### config.mk
export PLATFORM = sky130hd
export DESIGN_NAME = imem_dmem_port_arbiter
export DESIGN_NICKNAME = d
export VERILOG_FILES = /design/src/rtl/imem_dmem_port_arbiter.sv
export SDC_FILE = /design/constraint.sdc
export NUM_CORES = 1
export LEC_CHECK = 0
export CAP_MARGIN = 20
export CORE_MARGIN = 2
export CORE_UTILIZATION = 31
export DETAILED_ROUTE_END_ITERATION = 10
export PLACE_DENSITY = 0.79
export SETUP_SLACK_MARGIN = 0.3
export SLEW_MARGIN = 20
export SYNTH_ARGS = -nofsm -noshare
export SYNTH_HDL_FRONTEND = slang
export SYNTH_SLANG_ARGS = --single-unit
### constraint.sdc
create_clock -name clk -period 2.1 [get_ports clk]
set_clock_uncertainty 0.1 [all_clocks]
set_input_delay 0.21 -clock clk [delete_from_list [all_inputs] [get_ports clk]]
set_output_delay 0.21 -clock clk [all_outputs]
set_load 0.05 [all_outputs]
### src/rtl/imem_dmem_port_arbiter.sv
// ---------------------------------------------------------------------------
// imem_dmem_port_arbiter
//
// Shares a single-ported unified instruction/data memory between the
// instruction fetch path and the load/store path. One requester owns the
// memory per transaction; its request is registered onto the mem_* bus and
// the memory response is routed back to that owner only.
//
// Data accesses win arbitration, but once MAX_DATA_BURST data grants have
// been issued back to back while a fetch was waiting, the next IDLE cycle
// with a pending fetch grants the fetch.
//
// States:
//   IDLE   | no transaction in flight, grants may be issued
//   BUSY_I | fetch owns the memory, waiting for mem_ready_i
//   BUSY_D | load/store owns the memory, waiting for mem_ready_i
//
// Ports:
//   clk, rst        clock, asynchronous active-high reset
//   if_*            fetch requester: req/addr in, gnt/rvalid/rdata out
//   d_*             data requester: req/we/be/addr/wdata in,
//                   gnt/rvalid/rdata out
//   mem_*           memory bus: registered req/we/be/addr/wdata out,
//                   ready/rdata in
//   busy_o          a transaction is in flight
// ---------------------------------------------------------------------------
module imem_dmem_port_arbiter #(
  parameter int XLEN           = 32,
  parameter int PC_WIDTH       = 32,
  parameter int MAX_DATA_BURST = 4
) (
  input  logic                clk,
  input  logic                rst,

  input  logic                if_req_i,
  input  logic [PC_WIDTH-1:0] if_addr_i,
  output logic                if_gnt_o,
  output logic                if_rvalid_o,
  output logic [XLEN-1:0]     if_rdata_o,

  input  logic                d_req_i,
  input  logic                d_we_i,
  input  logic [3:0]          d_be_i,
  input  logic [XLEN-1:0]     d_addr_i,
  input  logic [XLEN-1:0]     d_wdata_i,
  output logic                d_gnt_o,
  output logic                d_rvalid_o,
  output logic [XLEN-1:0]     d_rdata_o,

  output logic                mem_req_o,
  output logic                mem_we_o,
  output logic [3:0]          mem_be_o,
  output logic [XLEN-1:0]     mem_addr_o,
  output logic [XLEN-1:0]     mem_wdata_o,
  input  logic                mem_ready_i,
  input  logic [XLEN-1:0]     mem_rdata_i,

  output logic                busy_o
);

  localparam int CW = $clog2(MAX_DATA_BURST + 1);
  localparam logic [CW-1:0] MAX_CNT = CW'(MAX_DATA_BURST);

  typedef enum logic [1:0] {
    IDLE   = 2'd0,
    BUSY_I = 2'd1,
    BUSY_D = 2'd2
  } state_t;

  state_t        state;
  logic [CW-1:0] starve_cnt;
  logic          idle;
  logic          fetch_forced;

  assign idle         = (state == IDLE);
  assign fetch_forced = (starve_cnt == MAX_CNT);

  // Grants are combinational pulses in IDLE only. They are also masked by
  // rst so that every output reads zero while reset is held.
  assign d_gnt_o  = !rst && idle && d_req_i && !(if_req_i && fetch_forced);
  assign if_gnt_o = !rst && idle && if_req_i && (!d_req_i || fetch_forced);

  // Response routing: only the owner sees mem_ready_i, and rdata is zero
  // whenever the matching rvalid is low.
  assign if_rvalid_o = (state == BUSY_I) && mem_ready_i;
  assign d_rvalid_o  = (state == BUSY_D) && mem_ready_i;
  assign if_rdata_o  = if_rvalid_o ? mem_rdata_i : '0;
  assign d_rdata_o   = d_rvalid_o  ? mem_rdata_i : '0;

  assign busy_o = !idle;

  always_ff @(posedge clk or posedge rst) begin
    if (rst) begin
      state       <= IDLE;
      starve_cnt  <= '0;
      mem_req_o   <= 1'b0;
      mem_we_o    <= 1'b0;
      mem_be_o    <= '0;
      mem_addr_o  <= '0;
      mem_wdata_o <= '0;
    end else begin
      case (state)
        IDLE: begin
          if (d_gnt_o) begin
            state       <= BUSY_D;
            mem_req_o   <= 1'b1;
            mem_we_o    <= d_we_i;
            mem_be_o    <= d_be_i;
            mem_addr_o  <= d_addr_i;
            mem_wdata_o <= d_wdata_i;
            // Count data grants that bypassed a waiting fetch; a data
            // grant with no fetch waiting restarts the burst window.
            if (if_req_i) begin
              if (!fetch_forced) begin
                starve_cnt <= starve_cnt + CW'(1);
              end
            end else begin
              starve_cnt <= '0;
            end
          end else if (if_gnt_o) begin
            state       <= BUSY_I;
            mem_req_o   <= 1'b1;
            mem_we_o    <= 1'b0;
            mem_be_o    <= 4'b1111;
            mem_addr_o  <= XLEN'(if_addr_i);
            mem_wdata_o <= '0;
            starve_cnt  <= '0;
          end
        end
        BUSY_I, BUSY_D: begin
          if (mem_ready_i) begin
            state     <= IDLE;
            mem_req_o <= 1'b0;
          end
        end
        default: begin
          state     <= IDLE;
          mem_req_o <= 1'b0;
        end
      endcase
    end
  end

endmodule

==> impl_metrics.py <==
metrics = {
    "global_routing": {
        "antenna_found_initial": 0,
        "grt_max_degree": 41,
        "grt_pass1_wl_um": 22600,
        "grt_overflow": 0,
        "grt_pass1_vias": 4099,
        "track_usage_pct": 22.3,
    },
    "cells_and_area": {
        "stdcell_count": 817,
        "areaGrowthSynthToFinish_pct": 120,
        "final_cell_area_um2": 8260,
        "finish.utilization_pct": 69.4,
        "drive_gt1_share_pct": 32.1,
        "n_antenna_cell": 0,
        "nets": 808,
    },
    "die": {
        "io_pins": 277,
        "rows": 40,
        "placeableCoreArea_um2": 11900,
        "die_w_um": 114,
        "dieArea_um2": 13000,
        "start_util_pct": 31.5,
        "die_h_um": 114,
    },
    "routing": {
        "via_per_inst": 5.14,
        "wire_per_inst_um": 20.2,
        "drcViolationCount": 0,
        "antenna_left": 0,
        "drtIter0Drc": 347,
        "wl_um": 16500,
        "num_vias": 4201,
        "dr.pass1.iters": 5,
    },
    "worst_setup_path": {
        "max_stage_delay_ps": 410,
        "worstSetupPathType": "flip-flop to output port",
        "critical_path.slowest_cell": "dfrtp_1",
        "cpMostUsedCell": "buf_12",
        "crit_required_ps": 1790,
        "path_max_fanout": 3,
        "critPathLaunchType": "flip-flop",
        "reg2reg_slack_ps": 190,
        "arrival_ps": 1610,
        "end_kind": "output port",
        "crit_chain": "inv_2, ha_4, and2b_4, nand3_4, inv_4, buf_12, buf_12",
    },
    "placement": {
        "port_buffers": 276,
        "dp_hpwl_um": 10900,
        "place_congestion": 0.919,
        "placed_area_um2": 7350,
        "placed_cells": 780,
    },
    "sta": {
        "tns_ps": 0,
        "rsz0062_at_grt": "yes",
        "clock.fmax_mhz": 522,
        "fin_crit_sh_pct": 91.3,
        "hold_violations": 0,
        "fin_crit_ps": 1920,
        "setup_violations": 0,
        "max_slew_margin_pct": 56.3,
        "worst_slew_pin_slew_ps": 653,
        "drv_slew": 0,
    },
    "synth": {
        "synthArstFlopShare_pct": 100,
        "synth_edf_count": 0,
        "ys_seq_elements": 75,
        "synth_top_area_cell": "dfrtp_1",
        "synth_top_area_share_pct": 50.0,
        "synthesis.nets": 521,
        "synth_area_per_cell_um2": 9.93,
        "yosysMostFrequentCell": "dfrtp_1",
        "syn_area_um2": 3750,
        "synthTopCellsByCount": "75 x dfrtp_1, 64 x and3_1, 37 x nand2_1",
        "seq_area_frac_synth_pct": 50.0,
        "yosys_most_used_dff": "dfrtp_1",
        "yosysWarnings": 0,
        "synth_area_leaders": "dfrtp_1 50%, and3_1 11%, a22o_1 7.7%",
        "synth_cell_types": 28,
        "syn-instance-count": 378,
    },
    "clock_network": {
        "cts.clk_slew.worst_paths_ps": 70,
        "cts_root_buffer": "clkbuf_16",
        "hold_buffers": 0,
        "clk_latency_ps": 320,
        "h-tree-depth": 3,
        "clock_sinks": 75,
        "numCtsBuffers": 9,
        "cts_tree": "yes",
        "cts.path.max_buffers": 2,
    },
    "power_and_ir_drop": {
        "p_int_mw": 5.57,
        "clkPwrFrac_pct": 14.6,
        "switching_share_pct": 49.0,
        "ir_worst_vdd_uv": 801,
        "pwr-share-seq_pct": 22.4,
        "p_leak_nw": 3.77,
        "p_sw_mw": 5.34,
        "power.density_nw_per_um2": 1320,
        "finalPower_mw": 10.9,
        "combPwrFrac_pct": 63.0,
    },
    "job": {
        "cap_violations": 0,
    },
    "min_path": {
        "hp-class": "input pin to async pin",
    },
    "run_status": {
        "status": "completed",
    },
}
final timing paths:
path                                          endpoint                        from  depth (start not counted)
max                                            d_gnt_o        state[0]$_DFFE_PP0P_                          7
min                         mem_addr_o[18]$_DFFE_PP0P_                         rst                          2
max reg2reg                mem_wdata_o[30]$_DFFE_PP0P_        state[0]$_DFFE_PP0P_                          7
min reg2reg                 mem_wdata_o[0]$_DFFE_PP0P_  mem_wdata_o[0]$_DFFE_PP0P_                          1
max in group asynchronous  mem_wdata_o[15]$_DFFE_PP0P_                         rst                          3
min in group clk            mem_addr_o[13]$_DFFE_PP0P_               if_addr_i[13]                          3
area by class of cell:
cell class / instances / area [um^2]
well taps: 147 / 184
clock inverters: 6 / 71.3
multi-input cells: 261 / 1910
inverters: 7 / 32.5
repair buffers: 311 / 3950
clock buffers: 10 / 239
fillers: 837 / 3650
flip-flops and latches: 75 / 1880
cell usage in the layout, fill, tap and decap left out, types with 14 or more instances in the layout:
cell and count:
dfrtp_1 75, nand2_1 35, clkbuf_16 14, buf_12 78, a21oi_2 48, and3_4 32, and3_1 32, dlygate4sd2_1 54
buf_4 14, a22o_1 33, clkdlybuf4s50_1 137, nor2_1 33, a21oi_1 18, dlymetal6s2s_1 16
cells by family (layout without fill, tap and decap cells):
kind of cell	count (synthesis)	after routing	synth area share, %
compound gates	111	112	21.9
fa+ha+maj	5	5	1.67
buf+inv	43	334	6.83
flops	75	75	50.0
mux	1	1	0.267
simple gates	143	143	19.3
power groups by stage:
| stage | clock, mW | sequential [mW] | combinational, mW |
|---|---|---|---|
| 2_1_floorplan | 0 | 4.52 | 1.96 |
| 3_3_place_gp | 0 | 2.43 | 6.47 |
| 3_5_place_dp | 0 | 2.45 | 6.58 |
| 4_1_cts | 1.61 | 2.44 | 6.57 |
| 5_1_grt | 1.69 | 2.50 | 7.15 |
| 6_report | 1.59 | 2.44 | 6.87 |
metal layers:
| metal | part of all wire (%) | global-route usage, % | vias to the layer above |
|---|---|---|---|
| met5 | 0 | 0 | - |
| met4 | 3.2 | 7.97 | 0 |
| met3 | 6.2 | 4.99 | 43 |
| met2 | 51 | 38.5 | 226 |
| met1 | 40 | 27.5 | 2018 |
| li1 | - | - | 1914 |
through the flow:
stage / setup WS, ps / hold WS, ps
after floorplan: 379 / 236
final: 183 / 212
after global placement: 180 / 390
after detailed placement: 131 / 391
after CTS: 202 / 204
after global routing: 129 / 227
flip-flops by register name, indices dropped and copies added, names as in the netlist:
signal / flops
mem_be_o: 4
mem_we_o: 1
mem_addr_o: 32
mem_req_o: 1
state: 2
starve_cnt: 3
mem_wdata_o: 32
critical path: cells and delay by family, from the launching register on:
kind                     cells  cell delay [ps]
buffers and inverters        4              450
flip-flops                   1              410
AND/OR/NAND/NOR              2              280
adder cells (fa/ha/maj)      1              140
what timing repair did:
item | CTS | global route
pin swaps | 1 | 1
resized for setup | 99 | 50
gates cloned | 2 | 8
endpoints found under the hold margin | 0 | 0
buffers inserted | 7 | 4
setup endpoints to repair | 179 | 152
(Power assumes the default switching activity.)
